===== config.mk =====
export PLATFORM = sky130hd
export DESIGN_NAME = arm_if_stage
export DESIGN_NICKNAME = d
export VERILOG_FILES = /design/src/rtl/internal_defines.sv /design/src/rtl/if_pc_reg.sv /design/src/rtl/arm_if_stage.sv
export SDC_FILE = /design/constraint.sdc
export NUM_CORES = 1
export LEC_CHECK = 0
export BUFFER_PORTS_ARGS = -buffer_cell sky130_fd_sc_hd__buf_2
export CORE_AREA = 2 2 116 118
export DETAILED_ROUTE_END_ITERATION = 16
export DIE_AREA = 0 0 118 120
export GPL_ROUTABILITY_DRIVEN = 0
export MAX_ROUTING_LAYER = met4
export PLACE_DENSITY = 0.77
export SLEW_MARGIN = 20
export SYNTH_ARGS = -nofsm -noshare
export SYNTH_HDL_FRONTEND = slang
export SYNTH_SLANG_ARGS = --single-unit

===== constraint.sdc =====
create_clock -name clk -period 2.5 [get_ports clk]
set_input_delay 0.125 -clock clk [delete_from_list [all_inputs] [get_ports clk]]
set_output_delay 0.125 -clock clk [all_outputs]
set_load 0.05 [all_outputs]

===== src/rtl/internal_defines.sv =====
// Definitions shared by the fetch stage and the decode control: FSM encoding
// and the bubble instruction that decodes as a no-write MOV r0,r0.
package internal_defines;

  typedef enum logic [1:0] {
    BOOT  = 2'd0,
    RUN   = 2'd1,
    FLUSH = 2'd2,
    HALT  = 2'd3
  } if_state_t;

  localparam logic [31:0] NOP_ENCODING = 32'hE1A0_0000;
  localparam int unsigned MAX_FLUSH_CYCLES = 3;

  // Word-aligned branch target; the two low bits of the target are discarded.
  function automatic logic [29:0] target_word(input logic [31:0] target);
    return target[31:2];
  endfunction

endpackage


===== src/rtl/if_pc_reg.sv =====
// Program counter with write enable and branch redirect. The PC is stored as a
// word index, so the two low address bits are zero by construction.
module if_pc_reg #(
  parameter logic [31:0] RESET_PC = 32'h0000_0000
) (
  input  logic        clk,
  input  logic        rst_b,
  input  logic        pc_we,
  input  logic        redirect,
  input  logic [29:0] redirect_word,
  output logic [31:0] pc,
  output logic [31:0] pc_plus4,
  output logic [31:0] pc_plus8
);

  localparam logic [29:0] RESET_WORD = RESET_PC[31:2];

  logic [29:0] pc_word;

  // Redirect wins over the sequential increment.
  always_ff @(posedge clk or negedge rst_b) begin
    if (!rst_b) begin
      pc_word <= RESET_WORD;
    end else if (redirect) begin
      pc_word <= redirect_word;
    end else if (pc_we) begin
      pc_word <= pc_word + 30'd1;
    end
  end

  // Word arithmetic wraps modulo 2^30 words, i.e. modulo 2^32 bytes.
  assign pc       = {pc_word, 2'b00};
  assign pc_plus4 = {pc_word + 30'd1, 2'b00};
  assign pc_plus8 = {pc_word + 30'd2, 2'b00};

endmodule


===== src/rtl/arm_if_stage.sv =====
// Instruction-fetch stage: owns the PC, drives the imem address and loads the
// IF/ID register, inserting bubbles on boot, redirect flush and imem wait.
module arm_if_stage
  import internal_defines::*;
#(
  parameter logic [31:0] RESET_PC     = 32'h0000_0000,
  parameter logic [31:0] NOP_INST     = NOP_ENCODING,
  parameter int unsigned FLUSH_CYCLES = 0
) (
  input  logic        clk,
  input  logic        rst_b,
  output logic [31:0] inst_addr,
  input  logic [31:0] inst,
  input  logic        inst_ready,
  input  logic        real_PCWrite,
  input  logic        real_IFID_Write,
  input  logic        halted,
  input  logic        br_taken,
  input  logic [31:0] br_target,
  output logic [31:0] IFID_inst,
  output logic [31:0] IFID_pc,
  output logic        IFID_valid,
  output logic [31:0] pc_plus8,
  output logic [31:0] fetch_count,
  output logic [1:0]  if_state
);

  localparam logic [1:0] FLUSH_LOAD = 2'(FLUSH_CYCLES);

  if_state_t   state, state_n;
  logic [1:0]  flush_cnt, flush_cnt_n;
  logic        pc_we, redirect;
  logic        ifid_we, ifid_bubble, count_inc;
  logic [31:0] pc, pc_plus4;

  if_pc_reg #(
    .RESET_PC (RESET_PC)
  ) u_pc (
    .clk           (clk),
    .rst_b         (rst_b),
    .pc_we         (pc_we),
    .redirect      (redirect),
    .redirect_word (target_word(br_target)),
    .pc            (pc),
    .pc_plus4      (pc_plus4),
    .pc_plus8      (pc_plus8)
  );

  always_ff @(posedge clk or negedge rst_b) begin
    if (!rst_b) begin
      state     <= BOOT;
      flush_cnt <= 2'd0;
    end else begin
      state     <= state_n;
      flush_cnt <= flush_cnt_n;
    end
  end

  // Per-cycle priority: halt, redirect, flush countdown, stall, imem wait, fetch.
  always_comb begin
    state_n     = state;
    flush_cnt_n = flush_cnt;
    pc_we       = 1'b0;
    redirect    = 1'b0;
    ifid_we     = 1'b0;
    ifid_bubble = 1'b0;
    count_inc   = 1'b0;
    case (state)
      BOOT: state_n = RUN;
      HALT: state_n = HALT;
      default: begin
        if (halted) begin
          state_n = HALT;
        end else if (br_taken) begin
          // The instruction held in IF/ID is wrong-path, so overwrite it even under stall.
          redirect    = 1'b1;
          ifid_we     = 1'b1;
          ifid_bubble = 1'b1;
          if (FLUSH_CYCLES > 0) begin
            flush_cnt_n = FLUSH_LOAD;
            state_n     = FLUSH;
          end else begin
            state_n = RUN;
          end
        end else if (state == FLUSH) begin
          ifid_we     = real_IFID_Write;
          ifid_bubble = 1'b1;
          flush_cnt_n = flush_cnt - 2'd1;
          if (flush_cnt <= 2'd1) state_n = RUN;
        end else if (!real_PCWrite || !real_IFID_Write) begin
          // A held PC re-issues the same fetch, so a permitted IF/ID write takes a bubble.
          pc_we       = real_PCWrite && inst_ready;
          ifid_we     = real_IFID_Write;
          ifid_bubble = 1'b1;
        end else if (!inst_ready) begin
          ifid_we     = 1'b1;
          ifid_bubble = 1'b1;
        end else begin
          pc_we     = 1'b1;
          ifid_we   = 1'b1;
          count_inc = 1'b1;
        end
      end
    endcase
  end

  always_ff @(posedge clk or negedge rst_b) begin
    if (!rst_b) begin
      IFID_inst   <= NOP_INST;
      IFID_pc     <= 32'h0000_0000;
      IFID_valid  <= 1'b0;
      fetch_count <= 32'h0000_0000;
    end else begin
      if (ifid_we) begin
        IFID_inst  <= ifid_bubble ? NOP_INST : inst;
        IFID_pc    <= pc;
        IFID_valid <= !ifid_bubble;
      end
      if (count_inc) fetch_count <= fetch_count + 32'd1;
    end
  end

  assign inst_addr = pc;
  assign if_state  = state;

  // pc_plus4 is consumed inside the PC register; keep the tap for debug visibility.
  logic unused_tap;
  assign unused_tap = ^pc_plus4;

endmodule


# Word-level counts from Yosys, hierarchy flattened
# Index checks and enable logic that the tools add are counted.
# word_totals
out_inout_bits	163
latch_bits	0
reg_bits	129
mem_bits_ro	0
mem_bits_rw	0
word_cells	62
memories	0
# classes
mux	33
n_lt_le_gt_ge	1
shifts	0
n_eq_ne	2
bitwise	3
n_mul	0
add_sub_neg	4
n_div	0
n_reduce_logical	12
# ops
operator	count
2-to-1 mux 30 bit	2
adder 32 x 1 -> 32 bit, second input constant	1
2-to-1 mux 32 bit	1
adder 30 x 1 -> 30 bit, second input constant	1
adder 30 x 2 -> 30 bit, second input constant	1
2-to-1 mux 1 bit	25
nonzero test 5 bit	2
2-to-1 mux 2 bit	4
== test 2 bit, second input constant	2
one-hot mux 2 bit (2 select lines)	1
AND reduction 4 bit	1
zero test 1 bit	3
NOT 1 bit	3
<= comparator 2 x 1 -> 1 bit, second input constant	1
zero test 2 bit	1
AND reduction 2 bit	1
nonzero test 2 bit	1
OR reduction 2 bit	1
subtractor 2 x 1 -> 2 bit, second input constant	1
logical AND 1 bit	1
logical OR 1 bit	1

# Logic depth before layout (Yosys ltp)
# depth
ltp_word	9
ltp_mapped	10
mapped_depth_nobuf	7

# By module
# From an unflattened synthesis, not the netlist that was laid out.
# hier_totals
cells_unflattened	732
hier_area_um2	6957.9
# by_module_without_submodules
module	n_inst	cells_per_inst	area_each_um2	seq_area_each_um2
arm_if_stage	1	373	4122.7	2534.9
if_pc_reg	1	359	2835.2	750.7

# Worst setup path before layout
# No wires, ideal clock.
# synth_path
path_type	register to output
startpoint	register u_pc.pc_word[13]
endpoint	output port pc_plus8[30]
arrival_time_ns	2.819
path_buffers	2
required_time_ns	2.375
stages_incl_launch_ff	8
path_slack_ns	-0.444
path_cell_list	dfrtp_1 > buf_2 > and4_1 > nand4_1 > or4b_1 > clkbuf_1 > nor2_1 > xor2_1
# synth_via
elab_chain_cells	1
# synth_rtl
element	line_no	source
start: declaration	if_pc_reg.sv:18	logic [29:0] pc_word;
start signal: assignment	if_pc_reg.sv:25	pc_word <= redirect_word;
start signal: assignment	if_pc_reg.sv:27	pc_word <= pc_word + 30'd1;
adder 30 x 2 -> 30 bit	if_pc_reg.sv:34	assign pc_plus8 = {pc_word + 30'd2, 2'b00};
end: declaration	arm_if_stage.sv:23	output logic [31:0] pc_plus8,
# No other way between the ends.

# Final worst setup path
# layout_path
startpoint	register u_pc.pc_word[5]
endpoint	output port pc_plus8[30]
# The elaborated chain is that of the path after synthesis.

==> results_dict.tcl <==
set metrics [dict create \
    critPathArrivalTime_ns 2.32 \
    cts_tree "yes" \
    clock_path_buffers 2 \
    wl_met2_um 9487 \
    route.detailed.drc 0 \
    power.leakage_nw 4.833 \
    fmax_mhz 409.1 \
    die-height_um 120 \
    cp-end-kind "output port" \
    cts_made_buffers 17 \
    tns_ns 0 \
    post-dp-hpwl_um 12270 \
    dp.cells 1016 \
    clk_pin_slew_ns 0.06 \
    grt_pass1_wl_um 29320 \
    async_flop_share_pct 100.0 \
    die_w_um 118 \
    track_usage_pct 27.16 \
    path_delay_family "simple AND/OR/NAND/NOR gates" \
    cts_root_buffer "clkbuf_16" \
    r2r-start "if_state[1]" \
    switchingPower_mw 1.072 \
    path_common_cell "nor2_4" \
    path_class "register to output port" \
    p_seq_share_pct 44.0 \
    synth.distinct_cells 42 \
    num_vias 5932 \
    ios 234 \
    finClkSkew_ns 0.007254 \
    synth-seq-cells 129 \
    max_stage_delay_ns 0.60 \
    cts.htree.levels 4 \
    core_um2 12980 \
    dr_wl_met3_um 1240 \
    cpMaxStageDelayCell "or4b_4" \
    start_kind "register" \
    p_int_mw 3.670 \
    fin_crit_sh_pct 97.77 \
    report.final.slew_viol_count 0 \
    status "complete, no violations" \
    yosys_warnings 0 \
    irDropWorstVdd_uv 385.7 \
    min_period_ns 2.444 \
    power.total_mw 4.743 \
    wl_per_cell_um 16.84 \
    clkLatencyLatePin_ns 0.42 \
    portBuffers 225 \
    pre_cts_ws_ns 0.1657 \
    critPathMaxFanout 9 \
    p_per_area_nw_per_um2 514.5 \
    antenna_found_initial 1 \
    final_cell_mix "214 x buf_2, 144 x nand2_1, 105 x dfrtp_1" \
    reg2reg_slack_ns 0.25 \
    drtIter0Drc 437 \
    cp.required_ns 2.38 \
    path_depth 6 \
    max_cap_violations 0 \
    start_util_pct 47.18 \
    synth_ff_type "dfrtp_1" \
    gr-total-overflow 0 \
    netlist_area_um2 6123 \
    drive_above_1_share_pct 38.13 \
    topRoutingLayerUsed "met4" \
    vias_per_cell 5.254 \
    worstRegToRegCells 8 \
    wl_um 19010 \
    numClockSinks 129 \
    crit_chain "nand3_4 > nor2_4 > or4b_4 > nor2_4 > xor2_2 > buf_6" \
    fin_ws_ns 0.05569 \
    pwr-share-clk_pct 51.6 \
    timing.hold.ws_ns 0.01525 \
    avgSynthCellArea_um2 9.797 \
    synth_edf_count 0 \
    finalNonFillerCells 1129 \
    finalHoldViolations 0 \
    critPathCapture "pc_plus8[30]" \
    rows 42 \
    combPwrFrac_pct 4.4 \
    netSwitchingFraction_pct 22.61 \
    nets 1017 \
    grt_pass1_vias 5812 \
    wl_met1_um 7753 \
    layout_commonest_cell "buf_2" \
    dr.pass1.iters 5 \
    crit_buf_inv 1 \
    setup_violations 0 \
    drtAntennaViolNets 0 \
    critPathLaunch "u_pc.pc_word[5]" \
    die_area_um2 14160 \
    r2r-end "u_pc.pc_word[9]" \
    area_growth_pct 50.53 \
    grt_max_degree 57 \
    hp-class "input port to register" \
    ys_seq_area_share_pct 52.84 \
    syn_inst 625 \
]
## cell usage after synthesis (2+ instances only)
library cell    n  area [µm²]
dfrtp_1       123        3078
dfstp_2         6       157.7
xnor2_1        50       437.9
o22a_1          6       52.55
and2_1          4       25.02
o21ai_0        31       155.2
xor2_1         34       297.8
a221o_1         2       20.02
buf_1           3       11.26
inv_1           7       26.28
buf_4           8       60.06
nand3_1        25       125.1
o21ai_1         2       10.01
nor3_1         12       60.06
a22o_1         26       227.7
nor4_1          8       50.05
a21oi_1         3       15.01
nand2_1       144       540.5
nor2b_1         4       25.02
buf_2           7       35.03
and3_1         14       87.58
clkbuf_1       29       108.9
or3_1           2       12.51
and4_1          6       52.55
nor2_1         25       93.84
nand4_1        21       131.4
o22ai_1         2       12.51
ha_1            7       87.58
## repair_timing
item                                    in CTS  in global routing
pin swaps                                    1                  1
endpoints found under the setup margin      13                 13
buffers inserted                             2                 15
resized for setup                           18                 20
hold endpoints to repair                   114                  0
hold buffers                                62                  0
## through the flow
stage	instance area [µm²]	utilization, %
CTS	9012	69.43
detailed placement	7732	59.57
global placement	7732	59.57
finish	9218	71.01
global route	9218	71.01
floorplan	6321	-
## power groups by stage
stage                     Clock [mW]  Combinational, mW  Sequential [mW]
after floorplan                    0             0.0307             2.13
after global placement             0              0.128             2.13
after detailed placement           0              0.130             2.13
after CTS                       2.48              0.206             2.09
after global routing            2.57              0.226             2.09
final                           2.45              0.208             2.09
## worst min-delay path by stage
stage,start,to,slack (ns),depth (start not counted)
2_1_floorplan,rst_b,IFID_inst[0],-0.17,0
3_3_place_gp,rst_b,fetch_count[24],0.12,1
3_5_place_dp,rst_b,fetch_count[24],0.11,1
4_1_cts,br_target[4],u_pc.pc_word[2],0.002,3
5_1_grt,br_target[4],u_pc.pc_word[2],0.04,3
6_report,br_target[4],u_pc.pc_word[2],0.02,3
## state kept, by name, summed over array words and instances, names as in the netlist
signal and flops:
fetch_count 32, flush_cnt 2, if_state 2, IFID_inst 32, IFID_pc 30, IFID_valid 1, u_pc.pc_word 30
## cells by family (layout without fill, tap and decap cells)
group	Yosys count	after routing	synth area share (%)
AO/OA/AOI/OAI	76	76	8.602
XOR/XNOR	84	84	12.01
adder cells (fa/ha/maj)	7	7	1.430
buffers and inverters	55	377	4.025
flip-flops	129	129	52.84
multiplexers	2	2	0.3474
other	1	7	0.06124
AND/OR/NAND/NOR	271	271	20.68
## worst register-to-register path, delay by kind of cell, from the launching register on
family / cells / cell delay (ns)
flops: 1 / 0.41
simple gates: 3 / 0.79
fa+ha+maj: 1 / 0.29
compound gates: 1 / 0.10
buf+inv: 3 / 0.57
## layout make-up
class / instances / area, µm²
Fill cell: 926 / 3762
Sequential cell: 129 / 3258
Multi-Input combinational cell: 446 / 2915
Timing Repair Buffer: 338 / 2212
Clock buffer: 17 / 425.4
Tap cell: 176 / 220.2
Clock inverter: 15 / 157.7
Inverter: 7 / 26.28
Antenna cell: 1 / 2.502
## routing by layer
metal / track usage [%] / vias up
met5: - / -
met4: 10.99 / 0
met3: 6.084 / 49
met2: 44.11 / 243
met1: 33.13 / 2906
li1: - / 2734
Power figures use the tool's default switching activity.
